==> config.mk <==
export PLATFORM = sky130hd
export DESIGN_NAME = phase_accum_sched
export DESIGN_NICKNAME = d
export VERILOG_FILES = /design/src/rtl/pa_sched_pkg.sv /design/src/rtl/pa_sync_pend.sv /design/src/rtl/phase_accum_sched.sv
export SDC_FILE = /design/constraint.sdc
export NUM_CORES = 1
export LEC_CHECK = 0
export ABC_AREA = 0
export CAP_MARGIN = 20
export CORE_MARGIN = 4
export CORE_UTILIZATION = 47
export DETAILED_ROUTE_END_ITERATION = 6
export PLACE_DENSITY = 0.81
export SYNTH_ARGS = -nofsm -noshare
export SYNTH_HDL_FRONTEND = slang
export SYNTH_HIERARCHICAL = 1
export SYNTH_SLANG_ARGS = --single-unit
==> constraint.sdc <==
create_clock -name clk -period 4.4 [get_ports clk]
set_input_delay 0.66 -clock clk [delete_from_list [all_inputs] [get_ports clk]]
set_output_delay 0.66 -clock clk [all_outputs]
set_load 0.1 [all_outputs]
==> src/rtl/pa_sched_pkg.sv <==
// Shared types and default sizes for the phase accumulator sequencer.
package pa_sched_pkg;

  localparam int PA_ACC_W      = 52;
  localparam int PA_NV_LOG2    = 4;
  localparam int PA_NUM_VOICES = 2 ** PA_NV_LOG2;

  // Sequencer states; IDLE is encoded as zero so a reset debug view reads 0.
  typedef enum logic [1:0] {
    ST_IDLE = 2'd0,
    ST_INIT = 2'd1,
    ST_RUN  = 2'd2,
    ST_DONE = 2'd3
  } pa_state_e;

endpackage

==> src/rtl/pa_sync_pend.sv <==
// Per-voice hard-sync pending register.
// A set request is visible on pend_eff in the same cycle (bypass), so a sync
// aimed at the slot currently being processed is applied immediately.
// Multiple sets before service collapse into one pending bit.
module pa_sync_pend
  import pa_sched_pkg::*;
#(
  parameter int NV_LOG2 = PA_NV_LOG2
) (
  input  logic                      clk,
  input  logic                      reset_n,
  input  logic                      set_valid,
  input  logic [NV_LOG2-1:0]        set_idx,
  input  logic                      clr_valid,
  input  logic [NV_LOG2-1:0]        clr_idx,
  output logic [(2**NV_LOG2)-1:0]   pend_eff
);

  localparam int NV = 2 ** NV_LOG2;

  logic [NV-1:0] r_pend;
  logic [NV-1:0] w_set;
  logic [NV-1:0] w_clr;

  assign w_set    = set_valid ? (NV'(1) << set_idx) : '0;
  assign w_clr    = clr_valid ? (NV'(1) << clr_idx) : '0;
  assign pend_eff = r_pend | w_set;

  // Set wins into the register unless the same voice is serviced this cycle,
  // in which case the bypassed request has already been consumed.
  always_ff @(posedge clk or negedge reset_n) begin
    if (!reset_n) begin
      r_pend <= '0;
    end else begin
      r_pend <= (r_pend | w_set) & ~w_clr;
    end
  end

endmodule

==> src/rtl/phase_accum_sched.sv <==
// Time-multiplexed sequencer for a 16 x 52-bit distributed-RAM phase
// accumulator bank. Each sample tick sweeps all voices, one per clock:
// read phase, add increment, write back, emit the new phase.
// Optional build macro PA_INIT_CLEAR_EN: after reset the INIT state writes
// zero to every RAM entry before the first sweep can start.
//
// Handshake: there is no back-pressure. sample_tick and sync_valid are
// single-cycle strobes sampled on every rising clk; phase_valid and done are
// single-cycle strobes that the consumer must take when asserted.
module phase_accum_sched
  import pa_sched_pkg::*;
#(
  parameter int ACC_W   = PA_ACC_W,
  parameter int NV_LOG2 = PA_NV_LOG2
) (
  input  logic               clk,
  input  logic               reset_n,
  input  logic               sample_tick,
  output logic [NV_LOG2-1:0] inc_voice,
  input  logic [ACC_W-1:0]   inc_data,
  input  logic               sync_valid,
  input  logic [NV_LOG2-1:0] sync_voice,
  output logic [NV_LOG2-1:0] ram_addr,
  output logic               ram_we,
  output logic [ACC_W-1:0]   ram_din,
  input  logic [ACC_W-1:0]   ram_dout,
  output logic [ACC_W-1:0]   phase_out,
  output logic [NV_LOG2-1:0] phase_voice,
  output logic               phase_valid,
  output logic               phase_wrap,
  output logic               busy,
  output logic               done,
  output logic               overrun,
  output logic [1:0]         dbg_state
);

  localparam int NV = 2 ** NV_LOG2;

`ifdef PA_INIT_CLEAR_EN
  localparam pa_state_e RST_STATE = ST_INIT;
`else
  localparam pa_state_e RST_STATE = ST_IDLE;
`endif

  pa_state_e           r_state;
  pa_state_e           w_next_state;
  logic [NV_LOG2-1:0]  r_vcnt;
  logic                r_tick_pend;
  logic [ACC_W-1:0]    r_phase_out;
  logic [NV_LOG2-1:0]  r_phase_voice;
  logic                r_phase_valid;
  logic                r_phase_wrap;
  logic                r_done;
  logic                r_overrun;

  logic                w_in_run;
  logic                w_in_init;
  logic                w_last;
  logic [ACC_W:0]      w_sum;
  logic [NV-1:0]       w_pend_eff;
  logic                w_sync_hit;

  assign w_in_run   = (r_state == ST_RUN);
  assign w_in_init  = (r_state == ST_INIT);
  assign w_last     = (r_vcnt == NV_LOG2'(NV - 1));
  assign w_sum      = {1'b0, ram_dout} + {1'b0, inc_data};
  assign w_sync_hit = w_in_run && w_pend_eff[r_vcnt];

  pa_sync_pend #(
    .NV_LOG2 (NV_LOG2)
  ) u_sync_pend (
    .clk       (clk),
    .reset_n   (reset_n),
    .set_valid (sync_valid),
    .set_idx   (sync_voice),
    .clr_valid (w_sync_hit),
    .clr_idx   (r_vcnt),
    .pend_eff  (w_pend_eff)
  );

  // RAM port: address follows the slot counter while sweeping or clearing,
  // parked at 0 otherwise; a synced slot writes zero instead of the sum.
  always_comb begin
    ram_addr = '0;
    ram_we   = 1'b0;
    ram_din  = '0;
    if (w_in_run) begin
      ram_addr = r_vcnt;
      ram_we   = 1'b1;
      ram_din  = w_sync_hit ? '0 : w_sum[ACC_W-1:0];
    end else if (w_in_init) begin
      ram_addr = r_vcnt;
      ram_we   = 1'b1;
    end
  end

  assign inc_voice   = ram_addr;
  assign busy        = (r_state != ST_IDLE);
  assign phase_out   = r_phase_out;
  assign phase_voice = r_phase_voice;
  assign phase_valid = r_phase_valid;
  assign phase_wrap  = r_phase_wrap;
  assign done        = r_done;
  assign overrun     = r_overrun;
  assign dbg_state   = r_state;

  // Next-state logic; a pended tick restarts the sweep from IDLE.
  always_comb begin
    w_next_state = r_state;
    case (r_state)
      ST_IDLE: if (sample_tick || r_tick_pend) w_next_state = ST_RUN;
      ST_RUN:  if (w_last) w_next_state = ST_DONE;
      ST_DONE: w_next_state = ST_IDLE;
      ST_INIT: if (w_last) w_next_state = ST_IDLE;
      default: w_next_state = ST_IDLE;
    endcase
  end

  // State register.
  always_ff @(posedge clk or negedge reset_n) begin
    if (!reset_n) begin
      r_state <= RST_STATE;
    end else begin
      r_state <= w_next_state;
    end
  end

  // Voice/address counter: advances once per RUN or INIT slot, 0 otherwise.
  always_ff @(posedge clk or negedge reset_n) begin
    if (!reset_n) begin
      r_vcnt <= '0;
    end else if (w_in_run || w_in_init) begin
      r_vcnt <= r_vcnt + NV_LOG2'(1);
    end else begin
      r_vcnt <= '0;
    end
  end

  // Tick bookkeeping: one tick may wait while busy, a further one is dropped.
  always_ff @(posedge clk or negedge reset_n) begin
    if (!reset_n) begin
      r_tick_pend <= 1'b0;
      r_overrun   <= 1'b0;
    end else begin
      r_overrun <= busy && sample_tick && r_tick_pend;
      if (!busy) begin
        r_tick_pend <= sample_tick && r_tick_pend;
      end else if (sample_tick) begin
        r_tick_pend <= 1'b1;
      end
    end
  end

  // Registered phase result; holds its last value between slots.
  always_ff @(posedge clk or negedge reset_n) begin
    if (!reset_n) begin
      r_phase_out   <= '0;
      r_phase_voice <= '0;
      r_phase_valid <= 1'b0;
      r_phase_wrap  <= 1'b0;
      r_done        <= 1'b0;
    end else begin
      r_phase_valid <= w_in_run;
      r_done        <= (r_state == ST_DONE);
      if (w_in_run) begin
        r_phase_out   <= ram_din;
        r_phase_voice <= r_vcnt;
        r_phase_wrap  <= w_sum[ACC_W] && !w_sync_hit;
      end
    end
  end

endmodule

# Yosys cells after proc, flatten, opt, wreduce, memory -nomap -nowiden
# Cells that the tools add are included.
[word_totals] regBits=83 input_bits=112 wordCells=54
[op_classes] add_sub_neg=2 order_cmp=1 n_eq_ne=8 shifts=2 mux=17 bitwise_logic=3 n_reduce_logical=11
[ops] op="$mux 52" n=2
[ops] op="$add 52x52->53" n=1
[ops] op="$mux 16" n=2
[ops] op="$shl 1x4->16 const A" n=2
[ops] op="$and 16x16->16" n=1
[ops] op="$not 16->16" n=1
[ops] op="$or 16x16->16" n=1
[ops] op="$mux 4" n=3
[ops] op="$pmux 2 s4" n=1
[ops] op="$mux 2" n=3
[ops] op="$logic_and 1x1->1" n=5
[ops] op="$lt 4x5->1 const B" n=1
[ops] op="$mux 1" n=5
[ops] op="$add 4x1->4 const B" n=1
[ops] op="$bmux 1 s4" n=1
[ops] op="$eq 2x2->1 const B" n=2
[ops] op="$eq 4x4->1 const B" n=1
[ops] op="$ne 2x1->1 const B" n=2
[ops] op="$ne 2x2->1 const B" n=2
[ops] op="$reduce_and 3->1" n=1
[ops] op="$eq 2x1->1 const B" n=1
[ops] op="$logic_not 2->1" n=1
[ops] op="$logic_or 1x1->1" n=2
[ops] op="$reduce_bool 2->1" n=1
[ops] op="$logic_not 1->1" n=1

# Logic depth before layout (Yosys ltp)
[depth] word_depth=9 ltp_mapped=11

# Modules after synthesis
# The synthesis kept the hierarchy.
[by_module_without_submodules] module="phase_accum_sched" n_inst=1 cells_each=768 area_per_inst_um2=6167.2 seq_area_each_um2=1676.6
[by_module_without_submodules] module="pa_sync_pend" n_inst=1 cells_each=67 area_per_inst_um2=775.7 seq_area_each_um2=400.4

# Least setup slack after synthesis
# OpenSTA, ideal clock, no wires.
[synth_path] path_type="in2out" startpoint="input sync_voice[3]" endpoint="output ram_din[30]" arrival_ns=4.774 t_required_ns=3.740 path_slack_ns=-1.034 path_stages=9 n_path_buf=3 path_cell_list="and3_2 > a31o_2 > mux4_2 > mux4_2 > nand2b_1 > buf_2 > buf_2 > buf_2 > nor3_1"
[synth_via] elab_chain_len=8
[synth_rtl] item="start: declaration" line_no="phase_accum_sched.sv:22" source="input logic [NV_LOG2-1:0] sync_voice,"
[synth_rtl] item="$shl 1x4->16" line_no="pa_sync_pend.sv:25" source="assign w_set = set_valid ? (NV'(1) << set_idx) : '0;"
[synth_rtl] item="$mux 16" line_no="pa_sync_pend.sv:25"
[synth_rtl] item="$or 16x16->16" line_no="pa_sync_pend.sv:27" source="assign pend_eff = r_pend | w_set;"
[synth_rtl] item="via w_pend_eff[15]" line_no="phase_accum_sched.sv:60" source="logic [NV-1:0] w_pend_eff;"
[synth_rtl] item="$bmux 1 s4" line_no="phase_accum_sched.sv:67" source="assign w_sync_hit = w_in_run && w_pend_eff[r_vcnt];"
[synth_rtl] item="$mux 1 (implied by the code)" line_no="phase_accum_sched.sv:67"
[synth_rtl] item="$logic_and 1x1->1" line_no="phase_accum_sched.sv:67"
[synth_rtl] item="$mux 52" line_no="phase_accum_sched.sv:90" source="ram_din = w_sync_hit ? '0 : w_sum[ACC_W-1:0];"
[synth_rtl] item="$mux 52" line_no="phase_accum_sched.sv:87" source="if (w_in_run) begin"
[synth_rtl] item="end: declaration" line_no="phase_accum_sched.sv:25" source="output logic [ACC_W-1:0] ram_din,"
# The timed path passes the listed nets, and every way through them passes these cells. The select of a mux whose other input is x is not followed.

# Final worst setup path
[layout_path] startpoint="input ram_dout[0]" endpoint="output ram_din[41]"
[layout_via] elab_chain_len=3
[layout_rtl] item="start: declaration" line_no="phase_accum_sched.sv:26" source="input logic [ACC_W-1:0] ram_dout,"
[layout_rtl] item="$add 52x52->53" line_no="phase_accum_sched.sv:66" source="assign w_sum = {1'b0, ram_dout} + {1'b0, inc_data};"
[layout_rtl] item="$mux 52" line_no="phase_accum_sched.sv:90"
[layout_rtl] item="$mux 52" line_no="phase_accum_sched.sv:87"
# Every way passes these cells.

==> flow_summary.ini <==
[final_layout]
layout_common_cells = 165 x clkdlybuf4s50_1, 86 x nand2_1, 83 x dfrtp_1
insertedDiodeCount = 0
stdcell_area_um2 = 10900
final_common_cell = clkdlybuf4s50_1
area_growth_pct = 57.6
final_cells = 1295
postLayoutCoreUtil_pct = 75.6
drive_gt1_share_pct = 20.7
fin_nets = 1276

[routing]
viasPerCell = 5.96
wl_per_cell_um = 19.3
dr_total_vias = 7715
first_iter_violations = 658
drc = 0
first_pass_iters = 5
wirelength_um = 25000
ant_nets = 0

[sta]
grt_setup_unrepaired = yes
tightest_slew_ns = 1.06
slew_headroom_pct = 29.3
finalClockSkew_ns = 0.00807
setup_viol = 0
period_needed_ns = 4.38
max_freq_ghz = 0.229
finalCritPeriodShare_pct = 99.5
hold_viol = 0
fin_ws_ns = 0.0239
slew_viol_final = 0

[critical_path]
cp.arrival_ns = 3.72
cp_data_required_time_ns = 3.74
crit_type = input port to primary output
cp_slowest_cell = a2111o_1
reg2reg_depth = 7
r2r_start = r_vcnt[0]
start_kind = input port
timing.rr.end = phase_out[20]
reg2reg_setup_slack_ns = 1.41
path_cells = clkdlybuf4s50_1 -> ha_2 -> buf_4 -> a21oi_1 -> nand4b_1 -> a211oi_2 -> o21ai_2 -> a2111o_1 -> a211oi_4 -> o211ai_1 -> nand2_1 -> buf_12
endpoint_kind = primary output
critPathMaxFanout = 5
max_stage_delay_ns = 0.59

[synthesis]
synth.distinct_cells = 67
avgSynthCellArea_um2 = 8.31
seq_area_frac_synth_pct = 29.9
ys.flop_type = dfrtp_1
synth_nets = 1005
synthArstFlopShare_pct = 100
synth_edf_count = 0
syn-instance-count = 835
yosysWarnings = 6
ys_seq_elements = 83
syn-cell-area_um2 = 6940

[global_route]
overflow = 0
grt_pass1_wl_um = 37900
antenna_found_initial = 0
grt_max_degree = 50
grt_pass1_vias = 7518
grt_use_total_pct = 28.4

[clocking]
clk_latency_ns = 0.35
numClockSinks = 83
tritoncts = yes
clockRootBuffer = clkbuf_16
htree_levels = 3
clk_pin_slew_ns = 0.07
numCtsBuffers = 9
cts_buffer_depth = 2

[die]
core_area_um2 = 14500
die_w_um = 130
boundaryPins = 236
die_h_um = 130
die_area_um2 = 16800
start_util_pct = 48.0
rows = 44

[place]
post-place-cells = 1269
dp_slack_ns = -0.0770
dp_hpwl_um = 19700
post_dp_cell_area_um2 = 10300
gp_congestion = 0.962
numPortBuffers = 235

[status]
status = finished, final reports clean

[min_path]
hold_path.class = input port to async pin

[run]
drv_cap = 0
kinds of logic after synthesis:
family / synth area share (%)
XOR/XNOR: 4.04
buffers and inverters: 3.60
adder cells (fa/ha/maj): 10.6
multiplexers: 2.41
flip-flops: 29.9
AND/OR/NAND/NOR: 21.6
AO/OA/AOI/OAI: 27.8
cell usage after synthesis (29+ instances only):
cell type   n  area (um2)
o21ai_0    49         245
clkbuf_1   30         113
a21o_1     62         465
a21oi_1    67         335
ha_1       57         713
nand3_1    29         145
nand2_1    91         342
dfrtp_1    83        2080
nor2_1     67         251
cell type report:
cell class / count / area (um2)
multi-input combinational: 692 / 4890
fill: 1071 / 3540
timing repair buffer: 300 / 3390
sequential: 83 / 2080
tap: 184 / 230
clock buffer: 10 / 229
inverter: 20 / 75.1
clock inverter: 6 / 55.1
critical path, delay by kind of cell:
kind / cells / cell delay (ns)
adder cells (fa/ha/maj): 1 / 0.21
AND/OR/NAND/NOR: 2 / 0.40
buffers and inverters: 3 / 0.76
AO/OA/AOI/OAI: 6 / 1.67
per-stage QoR:
stage / setup TNS, ns / hold slack [ns]
after global placement: -0.261 / 0.461
final: 0 / 0.334
after global routing: -0.520 / 0.390
after floorplan: -1.54 / 0.364
after CTS: 0 / 0.356
after detailed placement: -0.620 / 0.468
flip-flops by register name (all words and copies together) (netlist names):
name / count
phase_valid: 1
dbg_state: 2
overrun: 1
r_vcnt: 4
phase_voice: 4
r_tick_pend: 1
phase_out: 52
u_sync_pend/r_pend: 16
phase_wrap: 1
done: 1
worst max-delay path by stage:
stage	slack [ns]	end	start
2_1_floorplan	-0.26	ram_din[17]	sync_voice[3]
3_5_place_dp	-0.08	ram_din[45]	sync_voice[2]
3_3_place_gp	-0.06	ram_din[50]	inc_data[0]
6_report	0.02	ram_din[41]	ram_dout[0]
4_1_cts	0.002	ram_din[41]	sync_voice[2]
5_1_grt	-0.12	ram_din[28]	ram_dout[0]
layer usage:
| layer | wire, um | global-route usage, % | up-vias |
|---|---|---|---|
| li1 | - | - | 3617 |
| met1 | 10000 | 35.2 | 3641 |
| met2 | 11900 | 48.4 | 387 |
| met3 | 2060 | 5.52 | 70 |
| met4 | 1000 | 12.2 | 0 |
| met5 | 0 | 0 | - |
repair_timing:
item                       4_1_cts  5_1_grt
setup endpoints to repair       16       36
hold endpoints to repair         0        0
pin swaps                        0       26
resized for setup               10       52
hold buffers                     0        0
buffers inserted                 1        9
Power is left out: the tool's default activity adds up to more than one toggle a clock period on the data nets, which glitch-free logic cannot reach.
